### config.mk
export PLATFORM = sky130hd
export DESIGN_NAME = gf8_exp_ctrl
export DESIGN_NICKNAME = d
export VERILOG_FILES = /design/src/rtl/gf8_pkg.sv /design/src/rtl/gf8_exp_ctrl_mr_block.sv /design/src/rtl/gf8_exp_ctrl.sv
export SDC_FILE = /design/constraint.sdc
export NUM_CORES = 1
export LEC_CHECK = 0
export CAP_MARGIN = 0
export CORE_MARGIN = 3
export CORE_UTILIZATION = 40
export DETAILED_ROUTE_END_ITERATION = 7
export HOLD_SLACK_MARGIN = 0.08
export SYNTH_ARGS = -nofsm -noshare
export SYNTH_HDL_FRONTEND = slang
export SYNTH_SLANG_ARGS = --single-unit
### constraint.sdc
create_clock -name clk -period 4.62 [get_ports clk]
set_input_delay 0.924 -clock clk [delete_from_list [all_inputs] [get_ports clk]]
set_output_delay 0.924 -clock clk [all_outputs]
set_load 0.02 [all_outputs]
### src/rtl/gf8_pkg.sv
// Shared constants and state encoding for the GF(2^3) exponentiation controller.
// Field polynomial is P(x) = x^3 + x^2 + 1; Montgomery radix is R = x^3.
package gf8_pkg;

  localparam logic [3:0] P_X      = 4'b1101;
  localparam logic [2:0] MONT_ONE = 3'b101;  // x^3 mod P
  localparam logic [2:0] MONT_R2  = 3'b110;  // x^6 mod P
  localparam logic [2:0] GF_ONE   = 3'b001;

  typedef enum logic [2:0] {
    S_IDLE  = 3'd0,
    S_CONV  = 3'd1,
    S_SQR   = 3'd2,
    S_MUL   = 3'd3,
    S_FINAL = 3'd4,
    S_DONE  = 3'd5
  } state_t;

endpackage

### src/rtl/gf8_exp_ctrl_mr_block.sv
// Combinational GF(2^3) Montgomery multiplier: G = A*B*x^-3 mod P(x).
// Each reduction step cancels the x^0 term with P and divides by x.
module MR_block
  import gf8_pkg::*;
(
  input  logic [2:0] A,
  input  logic [2:0] B,
  output logic [2:0] G
);

  logic [4:0] t;

  always_comb begin
    t = 5'b00000;
    for (int k = 0; k < 3; k++) begin
      if (B[k]) t = t ^ ({2'b00, A} << k);
    end
    for (int k = 0; k < 3; k++) begin
      if (t[0]) t = t ^ {1'b0, P_X};
      t = t >> 1;
    end
    G = t[2:0];
  end

endmodule

### src/rtl/gf8_exp_ctrl.sv
// Left-to-right square-and-multiply a^e over GF(2^3) using one shared
// Montgomery multiplier; operands live in the Montgomery domain until FINAL.
//
// state   | meaning
// --------+-----------------------------------------------------------
// S_IDLE  | waiting for start; latches base/exp, acc = MONT_ONE, i = 3
// S_CONV  | bm = M(bm, MONT_R2), base into Montgomery domain
// S_SQR   | acc = M(acc, acc) for exponent bit i
// S_MUL   | acc = M(acc, bm) when exponent bit i is set
// S_FINAL | result = M(acc, 1), back to polynomial basis
// S_DONE  | done pulse for one cycle
module gf8_exp_ctrl
  import gf8_pkg::*;
(
  input  logic       clk,
  input  logic       rst_n,
  input  logic       start,
  input  logic [2:0] base,
  input  logic [3:0] exp,
  output logic       busy,
  output logic       done,
  output logic [2:0] result
);

  state_t     state, state_nxt;
  logic [2:0] bm, acc;
  logic [3:0] e_reg;
  logic [1:0] i;
  logic [2:0] op_a, op_b, mr_g;

  always_ff @(posedge clk) begin
    if (!rst_n) state <= S_IDLE;
    else        state <= state_nxt;
  end

  always_comb begin
    state_nxt = state;
    case (state)
      S_IDLE:  if (start) state_nxt = S_CONV;
      S_CONV:  state_nxt = S_SQR;
      S_SQR: begin
        if (e_reg[i])      state_nxt = S_MUL;
        else if (i == 2'd0) state_nxt = S_FINAL;
      end
      S_MUL:   state_nxt = (i == 2'd0) ? S_FINAL : S_SQR;
      S_FINAL: state_nxt = S_DONE;
      S_DONE:  state_nxt = S_IDLE;
      default: state_nxt = S_IDLE;
    endcase
  end

  always_comb begin
    busy = (state != S_IDLE);
    done = (state == S_DONE);
  end

  // Operand mux for the single shared multiplier.
  always_comb begin
    op_a = acc;
    op_b = acc;
    case (state)
      S_CONV:  begin op_a = bm;  op_b = MONT_R2; end
      S_MUL:   begin op_a = acc; op_b = bm;      end
      S_FINAL: begin op_a = acc; op_b = GF_ONE;  end
      default: begin op_a = acc; op_b = acc;     end
    endcase
  end

  MR_block u_mr (
    .A (op_a),
    .B (op_b),
    .G (mr_g)
  );

  always_ff @(posedge clk) begin
    if (!rst_n) begin
      bm     <= 3'b000;
      acc    <= 3'b000;
      e_reg  <= 4'b0000;
      i      <= 2'd0;
      result <= 3'b000;
    end else begin
      case (state)
        S_IDLE: begin
          if (start) begin
            bm    <= base;
            e_reg <= exp;
            acc   <= MONT_ONE;
            i     <= 2'd3;
          end
        end
        S_CONV: bm <= mr_g;
        S_SQR: begin
          acc <= mr_g;
          if (!e_reg[i] && (i != 2'd0)) i <= i - 2'd1;
        end
        S_MUL: begin
          acc <= mr_g;
          if (i != 2'd0) i <= i - 2'd1;
        end
        S_FINAL: result <= mr_g;
        default: ;
      endcase
    end
  end

endmodule

==> results summary <==
After detailed routing, the total wire length is between 3000 and 4000 um. The Yosys warning count came out at 0. The net switching fraction of the power came out at 46.4%. Setup violations remaining at the end of the flow were counted as 0. The detail route stage leaves a number of antenna-violating nets equal to 0.

The number of pins with negative max-slew slack in the final report came to 0. The maximum count of clock buffers along a single path is 2. The peak ir drop on the vdd network is 0.000222 V. The final number of hold-violating endpoints is 0. For this run, the detailed router's first-pass iteration total came to 4. The combinational power share came out at a little under three fifths.

Subtracting the final worst setup slack from the clock period gives roughly 3.0 ns. The proportion of power drawn by flip-flops and latches is 31.9%. The total track usage is 17.3%. STA classifies the critical path startpoint as a flip-flop. The first-iteration detailed-routing DRC count is between 90 and 100. The clock skew after layout is 0.00377 ns. The initial antenna violation count is 0.

Buffers placed on the I/O ports in this run total 14. The post-synthesis sequential area ratio came out at between 20% and 30%. The power per standard cell area came out at 510 nW/um2. Cell internal power was estimated by the tool at 412 uW. Clock-pin slew was measured on the worst setup and hold paths at approximately 0.11 ns. The die span in y is roughly 64 um. The analysis attributes to cell leakage a power of 0.512 nW. Setup repair after global routing left no endpoint under its margin.

Derived from the worst setup path, the maximum achievable clock frequency is 0.331 GHz. The net count after synthesis came out at 173. The maximum net fanout on the critical path came out at 14.

Leaving out fill and tap cells, the most frequent cells in the layout are sky130_fd_sc_hd__nor2_1, sky130_fd_sc_hd__dfxtp_1, sky130_fd_sc_hd__clkdlybuf4s50_1. The fraction of post-synthesis cell area in the top cell type by area is between 20% and 30%. Along the worst hold path, the cell count comes to 2.

The core region is around 3100 um2. The wire-length estimate of the detail-placed layout is 2470 um. The number of nets in the final layout is approximately 180. The fraction of final layout cells sized beyond drive strength 1 came out at 11.1%. In this run the clock root is driven by a sky130_fd_sc_hd__clkbuf_4. The first global-routing pass estimated 5710 um of wire. From synthesis to final layout, the design area changed by 13.0%. The kind of end point of the critical path is a flip-flop.

The routed layout has 1276 vias. For this run, the leading register cell type out of synthesis is sky130_fd_sc_hd__dfxtp_1. The netlist area before placement came out at 1330 um2.

The number of gates resized after CTS is 0. In the post-synthesis netlist, the biggest area contributors are sky130_fd_sc_hd__dfxtp_1, sky130_fd_sc_hd__nor2_1, sky130_fd_sc_hd__mux2i_1, sky130_fd_sc_hd__a211oi_1, sky130_fd_sc_hd__a21oi_1. The remaining max-slew budget at the tightest pin came out at 32.6%.

The post-placement setup slack is 1.64 ns. The final standard cell utilization of the core is 48.5%. The synthesized design spends more area on one cell type than any other, namely sky130_fd_sc_hd__dfxtp_1. At the pin with the least slew margin, the transition time is 0.982 ns. The number of flops mapped to enable cells by yosys came out at 0. The overflow left after global routing is 0. The register with the most flip-flops in the layout has 4 of them. The routed wire length per instance came out at 15.4 um. The number of rows created at floorplan is 20.

The total of max-cap violations came out at 0. The mean cell area of the mapped netlist is 8.23 um2. The post-CTS setup repair buffer count came out at 0.

The most common library cell in the layout ignoring fill and taps is sky130_fd_sc_hd__nor2_1. In this run the worst hold path is classified as flip-flop to flip-flop. The number of hold buffers added after cts is 0. TritonCTS built the clock tree.

The worst path meets setup with 1.60 ns of slack. The number of DRC violations after detailed routing is 0. The worst endpoint data arrival time came out at 3.19 ns. The share of synthesized registers carrying an async set or reset came out at 0%. The largest net degree at the start of global routing came out at 19. The critical path in this run is classified as flip-flop to flip-flop. The final-layout setup total negative slack came out at 0 ns. The number of storage elements in the synthesis netlist is 18. The effective utilization at floorplan is 42.9%. The count of boundary I/O pins came out at 15.

The cell count after synthesis came out at between 150 and 200. The number of fillers in the final layout is 326. The number of buffers created by CTS is 3. The clock drives 18 sinks. The final instance count without filler cells came out at 215. The horizontal extent of the die is 63.7 um. The die outline area came out at 4060 um2. The unique cell type count in the Yosys netlist is 54. The congestion estimate from routability-driven global placement came to between 0.9 and 1.

The power dissipated by switching net loads came out at 356 uW. The flow ran to the end, and the final reports show no timing, DRC or antenna violations. The via count of the first global-routing pass came out at 1158. The critical path data required time came out at between 4 and 5 ns. The number of cells on the worst reg-to-reg path is 6. The share of the clock period used by the worst path after layout came out at 65.4%. The count of placed standard cells including taps came out at 211. After detailed routing, the number of vias per cell comes to 5.93. The level count of the clock H-tree came out at 1. The number of diodes added for antenna fixing is 0. The source-to-sink clock delay at the later pin of the worst-skew pair is 0.30 ns.

Of the total power, the clock network draws 13.1%.
## kinds of logic (layout without fill, tap and decap cells)
family	after synthesis	in the layout	share of synthesized area [%]
flip-flops	18	18	27.0
AO/OA/AOI/OAI	54	54	30.9
buffers and inverters	17	26	6.67
multiplexers	10	10	8.92
adder cells (fa/ha/maj)	1	1	0.939
XOR/XNOR	1	1	0.657
AND/OR/NAND/NOR	61	61	24.9
## final timing paths
path	start	end	slack [ns]
hold / removal	result[1]	result[1]	0.49
hold reg to reg	result[1]	result[1]	0.49
setup / recovery	state[0]	acc[0]	1.60
setup reg to reg	state[0]	acc[0]	1.60
## worst max-delay path: stages, from the launching register on
cell and delay, ns:
sky130_fd_sc_hd__dfxtp_1 0.62, sky130_fd_sc_hd__nor3b_2 0.65, sky130_fd_sc_hd__mux2i_1 0.89, sky130_fd_sc_hd__o21ai_0 0.20, sky130_fd_sc_hd__and3_4 0.25, sky130_fd_sc_hd__a211oi_2 0.17
sky130_fd_sc_hd__a31oi_1 0.11
## Yosys cell counts, types with 3 or more instances
master,n
sky130_fd_sc_hd__nor4_1,3
sky130_fd_sc_hd__inv_1,8
sky130_fd_sc_hd__clkbuf_1,3
sky130_fd_sc_hd__a211oi_1,7
sky130_fd_sc_hd__mux2i_1,6
sky130_fd_sc_hd__o31ai_1,4
sky130_fd_sc_hd__dfxtp_1,18
sky130_fd_sc_hd__o21ai_0,6
sky130_fd_sc_hd__nand3_1,6
sky130_fd_sc_hd__nor2_1,22
sky130_fd_sc_hd__nand2_1,8
sky130_fd_sc_hd__nor3_1,8
sky130_fd_sc_hd__a21oi_1,10
## per-stage QoR
stage | cell area (um2) | hold WS (ns) | total power, mW
after floorplan | 1330 | 0.455 | 0.581
after global placement | 1470 | 0.476 | 0.658
after detailed placement | 1470 | 0.479 | 0.665
after CTS | 1510 | 0.496 | 0.768
after global routing | 1510 | 0.538 | 0.830
final | 1510 | 0.492 | 0.767
## per-layer routing
layer  GRT usage, %  part of all wire [%]  vias up
met5              0                     0        -
met4           4.31                  0.78        0
met3           2.32                   6.0        2
met2           26.7                    46       37
met1           25.1                    47      596
li1               -                     -      641
## power by group through the flow
stage               sequential, mW  combinational [mW]  clock, mW
global route                 0.251               0.470      0.109
CTS                          0.243               0.421      0.104
finish                       0.244               0.422      0.101
global placement             0.246               0.412          0
detailed placement           0.246               0.419          0
floorplan                    0.221               0.359          0
## layout make-up
cell class                      instances  area [um2]  area share, %
Clock buffer                            4        36.3           2.41
Tap cell                               44        55.1           3.66
Timing Repair Buffer                   14         140           9.31
Inverter                                8        30.0           2.00
Multi-Input combinational cell        127         883           58.7
Sequential cell                        18         360           23.9
(Power assumes the default switching activity.)
